[src/rtl/io_cfg_pkg.sv]
// Shared types and constants for the IO bank configuration sequencer.
// Defines the sequencer state enum and the per-tile config bit layout.
package io_cfg_pkg;

  typedef enum logic [2:0] {
    StIdle,
    StSetup,
    StPulse,
    StHold,
    StDone
  } cfg_state_e;

  localparam int unsigned BITS_PER_TILE_DFLT = 4;

  // Meaning of each wl row within one IO tile.
  localparam int unsigned FF0_CFG    = 0;
  localparam int unsigned FF1_CFG    = 1;
  localparam int unsigned A2F_SEL    = 2;
  localparam int unsigned OUTPAD_SEL = 3;

  function automatic int unsigned cyc_per_row(input int unsigned setup_cyc,
                                              input int unsigned pulse_cyc);
    return setup_cyc + pulse_cyc + 1;
  endfunction

endpackage

[src/rtl/io_cfg_phase_timer.sv]
// Loadable down-counter; tc_o marks the last cycle of a loaded phase.
// A load of D gives D cycles with tc_o high on the final one.
module io_cfg_phase_timer #(
  parameter int unsigned WIDTH = 2
) (
  input  logic             clk_i,
  input  logic             rst_i,
  input  logic             load_i,
  input  logic [WIDTH-1:0] load_val_i,
  output logic             tc_o
);

  logic [WIDTH-1:0] cnt_q;

  always_ff @(posedge clk_i) begin
    if (rst_i) begin
      cnt_q <= '0;
    end else if (load_i) begin
      cnt_q <= load_val_i;
    end else if (cnt_q != '0) begin
      cnt_q <= cnt_q - 1'b1;
    end
  end

  assign tc_o = (cnt_q == WIDTH'(1));

endmodule

[src/rtl/io_bank_cfg_ctrl.sv]
// Bank configuration sequencer: shadows per-tile words, then walks wl rows with
// setup/pulse/hold phases. IO_BANK_CFG_READBACK_EN adds the rb_tile/rb_data readback port.
module io_bank_cfg_ctrl
  import io_cfg_pkg::*;
#(
  parameter int unsigned NUM_TILES     = 8,
  parameter int unsigned BITS_PER_TILE = BITS_PER_TILE_DFLT,
  parameter int unsigned SETUP_CYC     = 1,
  parameter int unsigned PULSE_CYC     = 2,
  parameter int unsigned TILE_AW       = $clog2(NUM_TILES)
) (
  input  logic                     prog_clk,
  input  logic                     pReset,
  input  logic                     cfg_valid,
  output logic                     cfg_ready,
  input  logic [TILE_AW-1:0]       cfg_tile,
  input  logic [BITS_PER_TILE-1:0] cfg_data,
  input  logic                     cfg_start,
  output logic                     cfg_busy,
  output logic                     cfg_done,
  output logic                     cfg_err,
`ifdef IO_BANK_CFG_READBACK_EN
  input  logic [TILE_AW-1:0]       rb_tile,
  output logic [BITS_PER_TILE-1:0] rb_data,
`endif
  output logic [NUM_TILES-1:0]     bl,
  output logic [BITS_PER_TILE-1:0] wl
);

  localparam int unsigned IDX_W  = (NUM_TILES > 1) ? $clog2(NUM_TILES) : 1;
  localparam int unsigned ROW_W  = (BITS_PER_TILE > 1) ? $clog2(BITS_PER_TILE) : 1;
  localparam int unsigned PH_MAX = (SETUP_CYC > PULSE_CYC) ? SETUP_CYC : PULSE_CYC;
  localparam int unsigned PH_W   = $clog2(PH_MAX + 1);

  localparam logic [ROW_W-1:0] LAST_ROW = ROW_W'(BITS_PER_TILE - 1);
  // One extra bit so an all-ones cfg_tile can still compare against NUM_TILES.
  localparam logic [TILE_AW:0] TILE_LIM = (TILE_AW + 1)'(NUM_TILES);

  cfg_state_e state_q, state_d;
  logic [ROW_W-1:0] row_q, row_d;
  logic [NUM_TILES-1:0][BITS_PER_TILE-1:0] shadow_q;
  logic err_q;

  logic             wr_en, tile_ok;
  logic [IDX_W-1:0] wr_idx;
  logic             tmr_load, tmr_tc;
  logic [PH_W-1:0]  tmr_val;

  assign tile_ok = ({1'b0, cfg_tile} < TILE_LIM);
  assign wr_idx  = cfg_tile[IDX_W-1:0];
  assign wr_en   = cfg_valid && cfg_ready;

  io_cfg_phase_timer #(
    .WIDTH(PH_W)
  ) u_phase_timer (
    .clk_i      (prog_clk),
    .rst_i      (pReset),
    .load_i     (tmr_load),
    .load_val_i (tmr_val),
    .tc_o       (tmr_tc)
  );

  // State register, row counter, shadow and error flag.
  always_ff @(posedge prog_clk) begin
    if (pReset) begin
      state_q  <= StIdle;
      row_q    <= '0;
      shadow_q <= '0;
      err_q    <= 1'b0;
    end else begin
      state_q <= state_d;
      row_q   <= row_d;
      err_q   <= wr_en && !tile_ok;
      if (wr_en && tile_ok) begin
        shadow_q[wr_idx] <= cfg_data;
      end
    end
  end

  // Next-state and phase timer load.
  always_comb begin
    state_d = state_q;
    row_d   = row_q;
    unique case (state_q)
      StIdle: begin
        if (cfg_start) begin
          state_d = StSetup;
          row_d   = '0;
        end
      end
      StSetup: if (tmr_tc) state_d = StPulse;
      StPulse: if (tmr_tc) state_d = StHold;
      StHold: begin
        if (row_q == LAST_ROW) begin
          state_d = StDone;
        end else begin
          state_d = StSetup;
          row_d   = row_q + 1'b1;
        end
      end
      StDone:  state_d = StIdle;
      default: state_d = StIdle;
    endcase

    tmr_load = (state_d != state_q) && ((state_d == StSetup) || (state_d == StPulse));
    tmr_val  = (state_d == StSetup) ? PH_W'(SETUP_CYC) : PH_W'(PULSE_CYC);
  end

  // Outputs decoded from registered state.
  always_comb begin
    cfg_ready = (state_q == StIdle);
    cfg_busy  = (state_q == StSetup) || (state_q == StPulse) || (state_q == StHold);
    cfg_done  = (state_q == StDone);
    cfg_err   = err_q;
    bl        = '0;
    wl        = '0;
    if (state_q != StIdle) begin
      for (int t = 0; t < NUM_TILES; t++) begin
        bl[t] = shadow_q[t][row_q];
      end
    end
    if (state_q == StPulse) begin
      wl[row_q] = 1'b1;
    end
  end

`ifdef IO_BANK_CFG_READBACK_EN
  always_comb begin
    rb_data = '0;
    if ({1'b0, rb_tile} < TILE_LIM) begin
      rb_data = shadow_q[rb_tile[IDX_W-1:0]];
    end
  end
`endif

endmodule

[config.mk]
export PLATFORM = sky130hd
export DESIGN_NAME = io_bank_cfg_ctrl
export DESIGN_NICKNAME = d
export VERILOG_FILES = /design/src/rtl/io_cfg_pkg.sv /design/src/rtl/io_cfg_phase_timer.sv /design/src/rtl/io_bank_cfg_ctrl.sv
export SDC_FILE = /design/constraint.sdc
export NUM_CORES = 1
export LEC_CHECK = 0
export BUFFER_PORTS_ARGS = -buffer_cell sky130_fd_sc_hd__buf_2
export CELL_PAD_IN_SITES_DETAIL_PLACEMENT = 0
export CELL_PAD_IN_SITES_GLOBAL_PLACEMENT = 1
export CORE_MARGIN = 8
export CORE_UTILIZATION = 44
export DETAILED_ROUTE_END_ITERATION = 10
export GPL_TIMING_DRIVEN = 0
export PLACE_DENSITY = 0.8
export SYNTH_ARGS = -nofsm -noshare
export SYNTH_HDL_FRONTEND = slang
export SYNTH_SLANG_ARGS = --single-unit
[constraint.sdc]
create_clock -name prog_clk -period 2.41 [get_ports prog_clk]
set_input_delay 0.241 -clock prog_clk [delete_from_list [all_inputs] [get_ports prog_clk]]
set_output_delay 0.241 -clock prog_clk [all_outputs]
set_load 0.02 [all_outputs]
[Word level (Yosys, flattened, before mapping)]
Cells that the tools add are included.
Widths: inputs -> output; s select.
Cells by class
  $add $sub $neg: 2
  reductions and logical operators: 13
  div/mod/pow operators: 0
  shift-type cells: 0
  bitwise logic cells: 0
  muxes and demuxes: 34
  $lt $le $gt $ge: 4
  $mul: 0
  eq/ne operators: 11
Operators by type and width (number)
  $bwmux 32: 1
  $bmux 1 s2: 8
  $demux 4 s3: 1
  $mux 3: 4
  $pmux 3 s4: 1
  $mux 2: 5
  $eq 3x2->1 const B: 3
  $mux 1: 9
  $mux 4: 2
  $mux 8: 1
  $eq 3x1->1 const B: 2
  $reduce_bool 2->1: 3
  $logic_and 1x1->1: 4
  $lt 3x4->1 const B: 1
  $pmux 2 s2: 1
  $eq 3x3->1 const B: 1
  $ge 3x1->1 const B: 1
  $logic_not 3->1: 1
  $logic_or 1x1->1: 3
  $lt 2x3->1 const B: 1
  $ne 3x3->1: 1
  $reduce_and 3->1: 1
  $reduce_bool 3->1: 1
  $add 2x1->2 const B: 1
  other kinds (7): 7
Word-level totals
  memory bits (read-only): 0
  memories kept: 0
  flip-flop bits (word level): 39
  logic and storage cells: 75
  RAM bits: 0
  bits in latches: 0
  output and inout bits: 16
  input bits: 11

[Logic depth before layout (Yosys ltp)]
  depth after elaboration: 7
  mapped depth: 6
  depth with buffers taken out: 6

[Modules after synthesis]
A second synthesis with hierarchy kept.
Second synthesis, totals
  cells, all modules: 207
  area, all modules: 2143.3 µm²
By module, submodules not included
  io_bank_cfg_ctrl: seq. area each 740.7 µm², instances 1, cells each 193, area an instance 2011.9 µm²
  io_cfg_phase_timer: seq. area each 40.0 µm², instances 1, cells each 14, area an instance 131.4 µm²

[Least setup slack after synthesis]
OpenSTA, ideal clock, no wires.
  kind: reg2out
  from: register state_q[2]
  to: output port bl[0]
  path buffers: 1
  data arrival time: 1634 ps
  path slack: 535 ps
  required time: 2169 ps
  stages on the path, launching flop included: 4
  path through: dfxtp_1 -> clkbuf_1 -> nor3_1 -> nor2b_1
On the way
  longest elaborated chain between the ends: 2
Ends and longest elaborated chain
  start, declared: RTL line io_bank_cfg_ctrl.sv:39  | cfg_state_e state_q, state_d;
  start signal, assigned: RTL line io_bank_cfg_ctrl.sv:66  | state_q <= StIdle;
  start signal, assigned: RTL line io_bank_cfg_ctrl.sv:71  | state_q <= state_d;
  $reduce_bool 3->1: RTL line io_bank_cfg_ctrl.sv:117  | if (state_q != StIdle) begin
  $mux 8: RTL line io_bank_cfg_ctrl.sv:117
  end, declared: RTL line io_bank_cfg_ctrl.sv:26  | output logic [NUM_TILES-1:0] bl,
Every way passes these cells.

[Worst setup path in the final report]
  from: register row_q[0]
  to: output port bl[5]
On the way
  longest elaborated chain between the ends: 3
Ends and longest elaborated chain
  start, declared: RTL line io_bank_cfg_ctrl.sv:40  | logic [ROW_W-1:0] row_q, row_d;
  start signal, assigned: RTL line io_bank_cfg_ctrl.sv:72  | row_q <= row_d;
  $bmux 1 s2: RTL line io_bank_cfg_ctrl.sv:119  | bl[t] = shadow_q[t][row_q];
  $mux 1 (implied by the code): RTL line io_bank_cfg_ctrl.sv:119
  $mux 8: RTL line io_bank_cfg_ctrl.sv:117
Every way passes these cells. The select of a mux whose other input is x is not followed.

==> results.sh <==
export IMPL_num_vias=1402
export IMPL_timing_final_crit_share=0.880
export IMPL_period_needed_ns=2.12
export IMPL_rows=24
export IMPL_final_util=0.515
export IMPL_r2r_slack_ns=0.39
export IMPL_layout_common_cells="nor2_1 (41), dfxtp_1 (39), mux2i_1 (34)"
export IMPL_drt_total_wl_um=4010
export IMPL_synth_xor_xnor_area_share=0
export IMPL_num_fill_cells=429
export IMPL_arrival_ns=1.88
export IMPL_post_cts_buffers=0
export IMPL_synthSimpleGateAreaFrac=0.215
export IMPL_dr_pass1_iters=4
export IMPL_finalSetupViolations=0
export IMPL_die_area_mm2=0.00695
export IMPL_dp_hpwl_um=2840
export IMPL_diodes=0
export IMPL_start_util=0.458
export IMPL_route_detailed_drc=0
export IMPL_synth_adder_area_share=0.0376
export IMPL_max_freq_ghz=0.472
export IMPL_worstPathCellList="buf_2, mux4_2, nor2b_1, buf_2"
export IMPL_clk_latency_ns=0.29
export IMPL_relSlewSlack=0.457
export IMPL_place_gp_congestion=0.761
export IMPL_numCtsBuffers=5
export IMPL_overflow=0
export IMPL_syn_area_per_cell_um2=10.1
export IMPL_areaGrowthSynthToFinish_pct=12.3
export IMPL_wl_met1_um=1990
export IMPL_syn_num_nets=214
export IMPL_cts_root_buffer="clkbuf_8"
export IMPL_cp_end_kind="output port"
export IMPL_place_area_mm2=0.00215
export IMPL_synth_compound_area_frac=0.0339
export IMPL_worst_pin_slew_ns=0.803
export IMPL_slew_violations=0
export IMPL_tritoncts="built"
export IMPL_synthMuxAreaShare=0.266
export IMPL_die_y_um=83.3
export IMPL_final_area_mm2=0.00224
export IMPL_layoutNonFillerInstCount=275
export IMPL_tns_ns=0
export IMPL_critPathMaxFanout=10
export IMPL_p_leak_nw=0.955
export IMPL_top_layer_used="met4"
export IMPL_grt_pass1_vias=1390
export IMPL_vdd_ir_drop_worst_v=0.000408
export IMPL_required_ns=2.17
export IMPL_grt_start_max_net_pins=13
export IMPL_cts_resized=1
export IMPL_placed_cells=267
export IMPL_yosysTopAreaCellShare=0.391
export IMPL_portBuffers=18
export IMPL_dr_wl_met3_um=185
export IMPL_powerDensity_mw_per_mm2=689
export IMPL_core_mm2=0.00435
export IMPL_critical_path_max_stage_delay_ns=0.53
export IMPL_fin_nets=239
export IMPL_syn_inst=197
export IMPL_ys_seq_area_frac=0.391
export IMPL_routed_wl_met2_um=1760
export IMPL_die_x_um=83.3
export IMPL_cpMaxStageDelayCell="mux4_2"
export IMPL_htreeDepth=2
export IMPL_cts_sinks=39
export IMPL_ys_seq_elements=39
export IMPL_clock_path_buffers=2
export IMPL_drive_gt1_frac=0.206
export IMPL_grt_setup_unrepaired="no"
export IMPL_yosysWarnings=0
export IMPL_crit_top_cell="buf_2"
export IMPL_dr_first_iter_drc_count=39
export IMPL_final_common_cell="nor2_1"
export IMPL_drv_cap=0
export IMPL_hold_buffers=0
export IMPL_yosys_area_top_type="dfxtp_1"
export IMPL_synth_cell_types=33
export IMPL_crit_type="register to output port"
export IMPL_cp_start_kind="register"
export IMPL_grt_pass1_wl_um=6710
export IMPL_synth_top_family_by_area="multiplexers"
export IMPL_fin_skew_ns=0.00824
export IMPL_syn_cell_area_mm2=0.00200
export IMPL_wl_per_cell_um=14.6
export IMPL_clkTransAtPathRegs_ns=0.07
export IMPL_hold_viol=0
export IMPL_ys_top_cells_by_area="dfxtp_1 (39%), mux2i_1 (17%), mux4_2 (9.0%), nor2_1 (7.7%), ha_1 (3.8%)"
export IMPL_status="complete, no violations"
export IMPL_grt_usage=0.118
export IMPL_hold_class="input port to register"
export IMPL_antenna_found_initial=0
export IMPL_pin_count=27
export IMPL_postRouteAntennaNets=0
export IMPL_vias_per_cell=5.10
==> metal layers <==
metal,GRT usage,up-vias
met2,0.185,25
met5,0,-
li1,-,723
met4,0.0527,0
met3,0.0361,8
met1,0.145,646
==> path summary, 6_finish.rpt <==
path                          start                      to  cells after the start
min                          pReset  u_phase_timer.cnt_q[0]                      3
max reg2reg              state_q[0]            shadow_q[14]                      5
max                        row_q[0]                   bl[5]                      4
min reg2reg  u_phase_timer.cnt_q[1]  u_phase_timer.cnt_q[1]                      2
==> kinds of logic (layout without fill, tap and decap cells) <==
kind of cell               Yosys count  after routing
AOI/OAI and AO/OA                   11             11
adders and majority gates            6              6
buffers and inverters               23             49
DFF                                 39             39
muxes                               43             43
other                                1              1
and+or+nand+nor                     74             74
==> Yosys cell counts, drive strengths merged <==
cell type / count
nor4bb: 1
or4b: 1
conb: 1
o21ai: 3
clkbuf: 13
a21o: 1
a211oi: 2
nand4b: 2
buf: 5
dfxtp: 39
mux2i: 34
nor4: 1
nand3: 2
nand2: 4
mux4: 8
a21oi: 3
a31o: 1
and2: 5
nor2: 41
inv: 5
nand4: 1
nand2b: 1
nor3b: 1
a31oi: 1
mux2: 1
nor2b: 8
ha: 6
nor4b: 4
nor3: 2
==> report_power, final <==
part	internal [mW]	switching, mW
sequential	0.684	0.0165
clock	0.202	0.225
combinational	0.163	0.254
==> flip-flops by register name (all words and copies together), names as in the netlist <==
register / cells
row_q: 2
shadow_q: 32
state_q: 3
u_phase_timer.cnt_q: 2
==> worst max-delay path: cells and delay by family, from the launching register on <==
family        cells  cell delay (ns)
mux               1             0.53
simple gates      1             0.15
flops             1             0.36
buf+inv           2             0.55
==> metrics by stage <==
step | setup slack [ns] | hold WS, ns | total power, mW
CTS | 0.261 | 0.221 | 1.56
floorplan | 0.535 | 0.392 | 1.04
detailed placement | 0.267 | 0.464 | 1.13
global placement | 0.255 | 0.458 | 1.13
global route | 0.179 | 0.234 | 1.64
finish | 0.289 | 0.226 | 1.54
==> area by class of cell <==
cell class	count	area, um2	area share
well taps	52	65.1	0.0290
flip-flops and latches	39	781	0.348
multi-input cells	135	1110	0.496
repair buffers	18	90.1	0.0402
plain buffers	18	88.8	0.0396
clock inverters	2	12.5	0.00558
inverters	5	18.8	0.00838
clock buffers	6	72.6	0.0324
No activity file was read; power rests on OpenSTA's default activity.
